[config.mk]
export PLATFORM = sky130hd
export DESIGN_NAME = arm_multicycle_ctrl
export DESIGN_NICKNAME = d
export VERILOG_FILES = /design/src/rtl/arm_ctrl_pkg.sv /design/src/rtl/cond_check.sv /design/src/rtl/arm_multicycle_ctrl.sv
export SDC_FILE = /design/constraint.sdc
export NUM_CORES = 1
export LEC_CHECK = 0
export ABC_AREA = 0
export ABC_CLOCK_PERIOD_IN_PS = 2800
export BUFFER_PORTS_ARGS = -buffer_cell sky130_fd_sc_hd__buf_2
export CAP_MARGIN = 20
export CORE_MARGIN = 3
export CORE_UTILIZATION = 44
export DETAILED_ROUTE_END_ITERATION = 8
export GPL_ROUTABILITY_DRIVEN = 0
export GPL_TIMING_DRIVEN = 0
export PLACE_DENSITY_LB_ADDON = 0.15
export SLEW_MARGIN = 20
export SYNTH_ARGS = -nofsm -noshare
export SYNTH_HDL_FRONTEND = slang
export SYNTH_SLANG_ARGS = --single-unit
[constraint.sdc]
create_clock -name clk -period 2.8 [get_ports clk]
set_input_delay 0.7 -clock clk [delete_from_list [all_inputs] [get_ports clk]]
set_output_delay 0.7 -clock clk [all_outputs]
set_load 0.05 [all_outputs]
[src/rtl/arm_ctrl_pkg.sv]
// Shared encodings for the ARM-subset controllers: FSM states, ALU operations,
// instruction classes, mux selects and condition codes.
package arm_ctrl_pkg;

    localparam int STATE_COUNT = 10;
    localparam int STATE_W     = $clog2(STATE_COUNT);

    typedef enum logic [STATE_W-1:0] {
        S_FETCH,
        S_DECODE,
        S_MEMADR,
        S_MEMRD,
        S_MEMWB,
        S_MEMWR,
        S_EXECR,
        S_EXECI,
        S_ALUWB,
        S_BRANCH
    } state_t;

    localparam logic [1:0] ALU_ADD = 2'b00;
    localparam logic [1:0] ALU_SUB = 2'b01;
    localparam logic [1:0] ALU_AND = 2'b10;
    localparam logic [1:0] ALU_ORR = 2'b11;

    localparam logic [1:0] OP_DP  = 2'b00;
    localparam logic [1:0] OP_MEM = 2'b01;
    localparam logic [1:0] OP_BR  = 2'b10;

    localparam logic [1:0] RES_ALUOUT    = 2'b00;
    localparam logic [1:0] RES_DATA      = 2'b01;
    localparam logic [1:0] RES_ALURESULT = 2'b10;

    localparam logic [1:0] SRCB_RD2  = 2'b00;
    localparam logic [1:0] SRCB_IMM  = 2'b01;
    localparam logic [1:0] SRCB_FOUR = 2'b10;

    localparam logic [3:0] COND_EQ = 4'b0000;
    localparam logic [3:0] COND_NE = 4'b0001;
    localparam logic [3:0] COND_CS = 4'b0010;
    localparam logic [3:0] COND_CC = 4'b0011;
    localparam logic [3:0] COND_MI = 4'b0100;
    localparam logic [3:0] COND_PL = 4'b0101;
    localparam logic [3:0] COND_VS = 4'b0110;
    localparam logic [3:0] COND_VC = 4'b0111;
    localparam logic [3:0] COND_HI = 4'b1000;
    localparam logic [3:0] COND_LS = 4'b1001;
    localparam logic [3:0] COND_GE = 4'b1010;
    localparam logic [3:0] COND_LT = 4'b1011;
    localparam logic [3:0] COND_GT = 4'b1100;
    localparam logic [3:0] COND_LE = 4'b1101;
    localparam logic [3:0] COND_AL = 4'b1110;

endpackage

[src/rtl/cond_check.sv]
// ARM condition-code evaluation against an NZCV flag set; purely combinational
// so both the single-cycle and multicycle controllers can share it.
module cond_check
    import arm_ctrl_pkg::*;
(
    input  logic [3:0] Cond,
    input  logic [3:0] Flags,
    output logic       CondEx
);

    logic neg, zero, carry, overflow, ge;

    assign {neg, zero, carry, overflow} = Flags;
    assign ge = (neg == overflow);

    always_comb begin
        CondEx = 1'b0;
        case (Cond)
            COND_EQ: CondEx = zero;
            COND_NE: CondEx = ~zero;
            COND_CS: CondEx = carry;
            COND_CC: CondEx = ~carry;
            COND_MI: CondEx = neg;
            COND_PL: CondEx = ~neg;
            COND_VS: CondEx = overflow;
            COND_VC: CondEx = ~overflow;
            COND_HI: CondEx = carry & ~zero;
            COND_LS: CondEx = ~(carry & ~zero);
            COND_GE: CondEx = ge;
            COND_LT: CondEx = ~ge;
            COND_GT: CondEx = ~zero & ge;
            COND_LE: CondEx = ~(~zero & ge);
            COND_AL: CondEx = 1'b1;
            default: CondEx = 1'b0;
        endcase
    end

endmodule

[src/rtl/arm_multicycle_ctrl.sv]
// Multicycle sequencer for the ARM-subset datapath: Moore FSM, ALU decode,
// NZCV flag register and condition-gated write enables.
module arm_multicycle_ctrl
    import arm_ctrl_pkg::*;
#(
    parameter int NUM_STATES = 10
) (
    input  logic       clk,
    input  logic       reset,
    input  logic [3:0] Cond,
    input  logic [1:0] Op,
    input  logic [5:0] Funct,
    input  logic [3:0] Rd,
    input  logic [3:0] ALUFlags,
    output logic       PCWrite,
    output logic       AdrSrc,
    output logic       MemWrite,
    output logic       IRWrite,
    output logic [1:0] ResultSrc,
    output logic       ALUSrcA,
    output logic [1:0] ALUSrcB,
    output logic [1:0] ImmSrc,
    output logic [1:0] RegSrc,
    output logic [1:0] ALUControl,
    output logic       RegWrite,
    output logic [3:0] Flags,
    output logic       instr_done,
    output logic       illegal_instr
);

    localparam int STATE_BITS = $clog2(NUM_STATES);

    logic [STATE_BITS-1:0] state_q;
    state_t state, next_state, out_state;
    logic [3:0] flags_q;
    logic cond_ex, flag_en;
    logic next_pc, branch, reg_w, mem_w, ir_w, alu_op, done_raw, illegal_raw;
    logic [1:0] dp_ctl;
    logic dp_no_write, no_write;

    assign state = state_t'(state_q);

    cond_check u_cond_check (
        .Cond   (Cond),
        .Flags  (flags_q),
        .CondEx (cond_ex)
    );

    // Flags only move on the edge that leaves an execute state of an S-suffixed, passing instruction
    assign flag_en = ((state == S_EXECR) || (state == S_EXECI)) && Funct[0] && cond_ex;

    always_ff @(posedge clk) begin
        if (reset) begin
            state_q <= S_FETCH;
            flags_q <= 4'b0000;
        end else begin
            state_q <= next_state;
            if (flag_en) begin
                flags_q[3:2] <= ALUFlags[3:2];
                if (!ALUControl[1]) begin
                    flags_q[1:0] <= ALUFlags[1:0];
                end
            end
        end
    end

    always_comb begin
        next_state = S_FETCH;
        case (state)
            S_FETCH:  next_state = S_DECODE;
            S_DECODE: begin
                case (Op)
                    OP_MEM:  next_state = S_MEMADR;
                    OP_DP:   next_state = Funct[5] ? S_EXECI : S_EXECR;
                    OP_BR:   next_state = S_BRANCH;
                    default: next_state = S_FETCH;
                endcase
            end
            S_MEMADR: next_state = Funct[0] ? S_MEMRD : S_MEMWR;
            S_MEMRD:  next_state = S_MEMWB;
            S_EXECR,
            S_EXECI:  next_state = S_ALUWB;
            default:  next_state = S_FETCH;
        endcase
    end

    // While reset is high the outputs show FETCH, with every write strobe suppressed
    assign out_state = reset ? S_FETCH : state;

    always_comb begin
        next_pc     = 1'b0;
        branch      = 1'b0;
        reg_w       = 1'b0;
        mem_w       = 1'b0;
        ir_w        = 1'b0;
        alu_op      = 1'b0;
        done_raw    = 1'b0;
        illegal_raw = 1'b0;
        AdrSrc      = 1'b0;
        ResultSrc   = RES_ALUOUT;
        ALUSrcA     = 1'b0;
        ALUSrcB     = SRCB_RD2;
        case (out_state)
            S_FETCH: begin
                ir_w      = 1'b1;
                next_pc   = 1'b1;
                ALUSrcA   = 1'b1;
                ALUSrcB   = SRCB_FOUR;
                ResultSrc = RES_ALURESULT;
            end
            S_DECODE: begin
                ALUSrcA     = 1'b1;
                ALUSrcB     = SRCB_FOUR;
                ResultSrc   = RES_ALURESULT;
                illegal_raw = (Op == 2'b11);
            end
            S_MEMADR: ALUSrcB = SRCB_IMM;
            S_MEMRD:  AdrSrc  = 1'b1;
            S_MEMWB: begin
                ResultSrc = RES_DATA;
                reg_w     = 1'b1;
                done_raw  = 1'b1;
            end
            S_MEMWR: begin
                AdrSrc   = 1'b1;
                mem_w    = 1'b1;
                done_raw = 1'b1;
            end
            S_EXECR:  alu_op = 1'b1;
            S_EXECI: begin
                ALUSrcB = SRCB_IMM;
                alu_op  = 1'b1;
            end
            S_ALUWB: begin
                reg_w    = 1'b1;
                done_raw = 1'b1;
            end
            S_BRANCH: begin
                ALUSrcB   = SRCB_IMM;
                ResultSrc = RES_ALURESULT;
                branch    = 1'b1;
                done_raw  = 1'b1;
            end
            default: ;
        endcase
        if (reset) begin
            next_pc = 1'b0;
            ir_w    = 1'b0;
        end
    end

    // Unknown data-processing commands execute as ADD but never write back
    always_comb begin
        dp_ctl      = ALU_ADD;
        dp_no_write = 1'b0;
        case (Funct[4:1])
            4'b0100: dp_ctl = ALU_ADD;
            4'b0010: dp_ctl = ALU_SUB;
            4'b0000: dp_ctl = ALU_AND;
            4'b1100: dp_ctl = ALU_ORR;
            4'b1010: begin
                dp_ctl      = ALU_SUB;
                dp_no_write = 1'b1;
            end
            default: dp_no_write = 1'b1;
        endcase
    end

    assign no_write      = (Op == OP_DP) && dp_no_write;
    assign ALUControl    = alu_op ? dp_ctl : ALU_ADD;
    assign ImmSrc        = Op;
    assign RegSrc        = {(Op == OP_MEM), (Op == OP_BR)};
    assign IRWrite       = ir_w;
    assign RegWrite      = reg_w & cond_ex & ~no_write;
    assign MemWrite      = mem_w & cond_ex;
    assign PCWrite       = next_pc | ((branch | (reg_w & (Rd == 4'd15))) & cond_ex);
    assign Flags         = flags_q;
    assign instr_done    = done_raw;
    assign illegal_instr = illegal_raw;

endmodule

# Yosys cells after proc, flatten, opt, wreduce, memory -nomap -nowiden
# Cells that the tools add are included.
word_totals:
  ff_bits: 8
  inputBits: 22
  out_inout_bits: 22
  elab_cells: 99
classes:
  n_eq_ne: 37
  n_mux: 21
  bitwise: 18
  n_reduce_logical: 20
ops:
  columns: ["op", "count"]
  rows:
  - ["$eq 4x4->1 const B", 12]
  - ["$eq 4x3->1 const B", 11]
  - ["$eq 4x2->1 const B", 7]
  - ["$pmux 4 s5", 1]
  - ["$logic_not 4->1", 4]
  - ["$pmux 1 s15", 1]
  - ["$eq 4x1->1 const B", 3]
  - ["$mux 1", 12]
  - ["$pmux 4 s3", 1]
  - ["$reduce_or 2->1", 6]
  - ["$not 1->1", 9]
  - ["$pmux 2 s2", 2]
  - ["$reduce_or 4->1", 2]
  - ["$and 1x1->1", 7]
  - ["$pmux 2 s3", 1]
  - ["$reduce_or 3->1", 2]
  - ["$eq 2x2->1 const B", 2]
  - ["$mux 4", 1]
  - ["$logic_and 1x1->1", 3]
  - ["$mux 3", 1]
  - ["$eq 2x1->1 const B", 1]
  - ["$logic_not 2->1", 1]
  - ["$mux 2", 1]
  - ["$or 1x1->1", 2]
  - ["3 further kinds", 3]

# Depth between registers and ports, before layout
logic_depth:
  word_depth: 8
  depth_mapped: 7
  depth_no_buf: 6

# Hierarchy
# Synthesis repeated with hierarchy kept, for this count alone.
unflattened:
  hier_cells: 108
  area_unflattened_um2: 798.3
modules_own_cells:
  columns: ["mod", "n_inst", "cells_each", "area_each_um2", "seq_area_each_um2"]
  rows:
  - ["arm_multicycle_ctrl", 1, 85, 650.6, 160.2]
  - ["cond_check", 1, 23, 147.6, 0.0]

# Worst setup path before layout
# No wires, ideal clock.
synth_path:
  path_kind: "input port to output port"
  startpoint: "input reset"
  endpoint: "output PCWrite"
  arrival_time_ns: 2.789
  t_required_ns: 2.100
  slack_ns: -0.689
  cell_stages: 3
  cell_sequence: "or3_2 nor3_1 a31o_1"
synth_between:
  word_cells_on_any_way: 14
  classes_between: "eq/ne (3); mux (5); bitwise (4); reduce/logical (2)"
synth_rtl:
  columns: ["item", "line", "source"]
  rows:
  - ["start, declared", "arm_multicycle_ctrl.sv:9", "input logic reset,"]
  - ["$mux 4", "arm_multicycle_ctrl.sv:88", "assign out_state = reset ? S_FETCH : state;"]
  - ["$logic_not 4->1", null, null]
  - ["$mux 1", null, null]
  - ["$mux 1 *", null, null]
  - ["net IRWrite", "arm_multicycle_ctrl.sv:18", "output logic IRWrite,"]
  - ["$or 1x1->1 *", "arm_multicycle_ctrl.sv:176", "assign PCWrite = next_pc | ((branch | (reg_w & (Rd == 4'd15))) & cond_ex);"]
  - ["end, declared", "arm_multicycle_ctrl.sv:15", "output logic PCWrite,"]
# Mark *: on every way through the listed nets, which the timed path passes. The rest lies on a longest branch.

# Final worst setup path
layout_path:
  startpoint: "input Cond[2]"
  endpoint: "output PCWrite"
layout_between:
  elab_chain_len: 4
  word_cells_on_any_way: 18
  classes_between: "eq/ne (14); mux (1); bitwise (2); reduce/logical (1)"
layout_lines:
  columns: ["item", "line", "source"]
  rows:
  - ["start, declared", "arm_multicycle_ctrl.sv:10", "input logic [3:0] Cond,"]
  - ["$eq 4x4->1 (tied with other cells)", "cond_check.sv:18", "case (Cond)"]
  - ["$pmux 1 s15 *", "cond_check.sv:18", null]
  - ["$and 1x1->1 *", "arm_multicycle_ctrl.sv:176", null]
  - ["$or 1x1->1 *", "arm_multicycle_ctrl.sv:176", null]
# Every way passes the cells marked *; elsewhere a longest branch is shown, timed or not.

==> results_tabular.tex <==
\begin{tabular}{lr}
\hline
Metric & Value \\
\hline
\multicolumn{2}{l}{\textbf{STA}} \\
Final Hold Viols & 0 \\
Post-route fraction of the period consumed by the critical path & 101.2\% \\
Highest Clock Rate & 0.3530 GHz \\
Setup WS post-layout & -32.54 ps \\
Number of failing setup endpoints in the final timing report & 2 \\
Max transition margin & 65.72\% \\
Worst-Margin Slew & 514.2 ps \\
Sum of negative setup slack & -58.86 ps \\
RSZ-0062 raised after global routing & yes \\
Setup Skew & 2.080 ps \\
Slew Viols, Final & 0 \\
Fin crit period & 2833 ps \\
\multicolumn{2}{l}{\textbf{Setup path}} \\
Arr. time, crit path & 2130 ps \\
Worst Path Required & 2100 ps \\
Startpoint of the most critical register-to-register path & Flags[1] \\
Worst setup SP type & input pin \\
WS Path Type & input pin to primary output \\
Crit. Startpoint & Cond[2] \\
Critical Path End Type & primary output \\
Largest driver fanout on the critical path & 6 \\
\multicolumn{2}{l}{\textbf{CTS}} \\
CTS sink count & 8 \\
Clock latency reported for the late side of the worst-skew pair & 260 ps \\
CTS buffer count & 3 \\
Clock tree from TritonCTS & yes \\
Level count of the clock H-tree & 1 \\
Hold buffers post-CTS & 0 \\
CTS Buffer Depth & 2 \\
Root buf cell & sky130\_fd\_sc\_hd\_\_clkbuf\_4 \\
Clk slew on worst S/H paths & 50 ps \\
\multicolumn{2}{l}{\textbf{Floorplanning}} \\
Chip Width & 50.04 um \\
Die Outline Area & 2504 sq um \\
Core Region & 1783 sq um \\
Initial standard-cell utilization of the core & 47.86\% \\
Core Rows & 15 \\
Io pins & 44 \\
Die Y & 50.04 um \\
\multicolumn{2}{l}{\textbf{Logic synthesis}} \\
Number of enable flip-flop cells after synthesis & 0 \\
Count of warnings emitted by yosys & 0 \\
Post-synthesis sequential area ratio & 18.77\% \\
Cell variety after synth & 43 \\
Largest area contributor in the synthesized netlist & sky130\_fd\_sc\_hd\_\_dfxtp\_1 \\
Ys async rst share & 0\% \\
Syn Inst Count & 108 \\
Most used DFF post-synth & sky130\_fd\_sc\_hd\_\_dfxtp\_1 \\
Synthesized area divided by synthesized cell count & 7.901 sq um \\
Area share of the largest cell type after synthesis & 18.77\% \\
Post-synthesis sequential element count & 8 \\
Synth top area cells & sky130\_fd\_sc\_hd\_\_dfxtp\_1 19\%, sky130\_fd\_sc\_hd\_\_mux2i\_1 7.0\%, sky130\_fd\_sc\_hd\_\_xnor2\_1 5.1\% \\
Cell area after synthesis & 853.3 sq um \\
Mapped Nets & 130 \\
\multicolumn{2}{l}{\textbf{Worst hold path}} \\
Tightest Hold Check Type & flip-flop to flip-flop \\
Hold\_sp & Flags[2] \\
\multicolumn{2}{l}{\textbf{Run status}} \\
Status & finished with violations \\
Violations in the final reports & setup timing \\
\multicolumn{2}{l}{\textbf{Global route}} \\
Number of global-route vias before repair & 907 \\
Pin count of the biggest net entering global routing & 11 \\
Overflow left after global routing & 0 \\
Antenna violations before repair & 0 \\
Aggregate global-route resource usage & 19.70\% \\
First-pass GRT wire length & 3836 um \\
\multicolumn{2}{l}{\textbf{Finish}} \\
Top library cells by usage in the layout, fill and taps aside & 39 x sky130\_fd\_sc\_hd\_\_buf\_2, 10 x sky130\_fd\_sc\_hd\_\_nor2\_1, 8 x sky130\_fd\_sc\_hd\_\_dfxtp\_1 \\
Nets@finish & 181 \\
Area Growth Syn to Fin & 47.80\% \\
Non-Filler Cell Area, Final & 1261 sq um \\
Non-filler cells, final & 182 \\
Layout cell share with drive strength beyond 1 & 48.41\% \\
Number of antenna repair diodes & 0 \\
Most common cell after layout, fill and taps aside & sky130\_fd\_sc\_hd\_\_buf\_2 \\
\multicolumn{2}{l}{\textbf{Placement}} \\
HPWL after DPL & 1734 um \\
Port buffer count & 42 \\
Inst Count DP & 175 \\
Area after detailed placement & 1156 sq um \\
\multicolumn{2}{l}{\textbf{Detailed routing}} \\
Total length of routed wires & 2319 um \\
Vias & 967 \\
Routed length per placed instance & 12.74 um \\
Post-detailed-route via-to-cell ratio & 5.313 \\
Initial DRT Pass Iterations & 4 \\
Residual antenna-violating net count after detailed routing & 0 \\
Number of remaining DRC errors & 0 \\
Number of DRC violations after detailed-routing iteration 0 & 16 \\
\multicolumn{2}{l}{\textbf{Pwr}} \\
Total leakage power & 0.5622 nW \\
Worst-case vdd ir drop & 0.1734 mV \\
Pwr dens & 315.1 nW/um\^{}2 \\
\multicolumn{2}{l}{\textbf{Run}} \\
Max-cap violations & 0 \\
\hline
\end{tabular}
==> registers in the layout, summed over array words and instances, names as in the netlist <==
| register | count |
|---|---|
| Flags | 4 |
| state | 4 |
==> critical path, cell delays in order <==
cell and delay (ps):
sky130_fd_sc_hd__buf_8 90, sky130_fd_sc_hd__buf_4 150, sky130_fd_sc_hd__nand3b_1 130, sky130_fd_sc_hd__a31o_1 180, sky130_fd_sc_hd__o221ai_2 90, sky130_fd_sc_hd__or3_4 390
sky130_fd_sc_hd__a31o_1 240, sky130_fd_sc_hd__buf_6 150
==> worst paths after layout <==
path                                  to  slack [ps]  cells past startpoint
worst min register to register  Flags[2]         590                      2
worst min-delay path            Flags[2]         590                      2
worst max register to register  Flags[0]         880                      8
worst max-delay path             PCWrite         -30                      8
==> per-layer routing <==
layer	GRT usage [%]	up-vias	share of wire, %	wire [um]
li1	-	487	-	-
met3	3.021	4	8.8	205
met5	0	-	0	0
met2	33.04	48	48	1123
met4	12.44	0	1.8	42
met1	22.95	428	41	947
==> cells in the mapped netlist (2+ instances only) <==
library cell                n
sky130_fd_sc_hd__a211oi_1   2
sky130_fd_sc_hd__a21oi_1    4
sky130_fd_sc_hd__a31o_1     2
sky130_fd_sc_hd__buf_2      2
sky130_fd_sc_hd__buf_4      3
sky130_fd_sc_hd__buf_6      2
sky130_fd_sc_hd__clkbuf_1   2
sky130_fd_sc_hd__dfxtp_1    8
sky130_fd_sc_hd__inv_1      3
sky130_fd_sc_hd__mux2i_1    6
sky130_fd_sc_hd__nand2_1    5
sky130_fd_sc_hd__nand2b_1   3
sky130_fd_sc_hd__nand3_1    4
sky130_fd_sc_hd__nand3b_1   2
sky130_fd_sc_hd__nand4_1    2
sky130_fd_sc_hd__nor2_1    11
sky130_fd_sc_hd__nor2b_1    5
sky130_fd_sc_hd__nor3_1     7
sky130_fd_sc_hd__o21ai_0    3
sky130_fd_sc_hd__or2_2      2
sky130_fd_sc_hd__or2b_1     3
sky130_fd_sc_hd__xnor2_1    5
sky130_fd_sc_hd__xor2_1     2
==> kinds of logic (layout without fill, tap and decap cells) <==
group | Yosys count | in the layout | share of synthesized area (%)
compound gates | 18 | 18 | 16.13
xor+xnor | 7 | 7 | 7.185
buf+inv | 12 | 61 | 8.651
flops | 8 | 8 | 18.77
mux | 7 | 7 | 8.358
simple gates | 56 | 56 | 40.91
==> per-stage QoR <==
| step | total power, W | util (%) | setup WS, ps | hold slack [ps] |
|---|---|---|---|---|
| floorplan | 0.0002489 | - | -151.0 | 605.4 |
| global placement | 0.0002902 | 64.84 | -171.8 | 563.3 |
| detailed placement | 0.0002937 | 64.84 | -188.3 | 575.1 |
| CTS | 0.0003958 | 70.11 | -37.41 | 586.0 |
| global route | 0.0004210 | 70.74 | -78.05 | 635.3 |
| finish | 0.0003974 | 70.74 | -32.54 | 590.7 |
==> layout make-up <==
| cell class | count | area, sq um |
|---|---|---|
| buffer | 9 | 70.07 |
| clock buffer | 3 | 22.52 |
| sequential | 8 | 160.2 |
| multi-input combinational | 88 | 690.7 |
| inverter | 3 | 11.26 |
| timing repair buffer | 46 | 275.3 |
| tap | 25 | 31.28 |
| fill | 151 | 521.8 |
==> power by group <==
part | internal [W] | total, W | switching (W) | leakage, nW
Clock | 0.0000492 | 0.0000906 | 0.0000414 | 0.0138
Sequential | 0.000118 | 0.000119 | 0.00000118 | 0.0650
Combinational | 0.0000719 | 0.000188 | 0.000116 | 0.483
==> what timing repair did <==
item	in CTS	in global routing
setup endpoints to repair	3	3
hold endpoints to repair	0	0
setup buffers	3	1
resized for setup	13	1
pin swaps	5	4
Note: power is estimated with default switching activity, not from simulation.
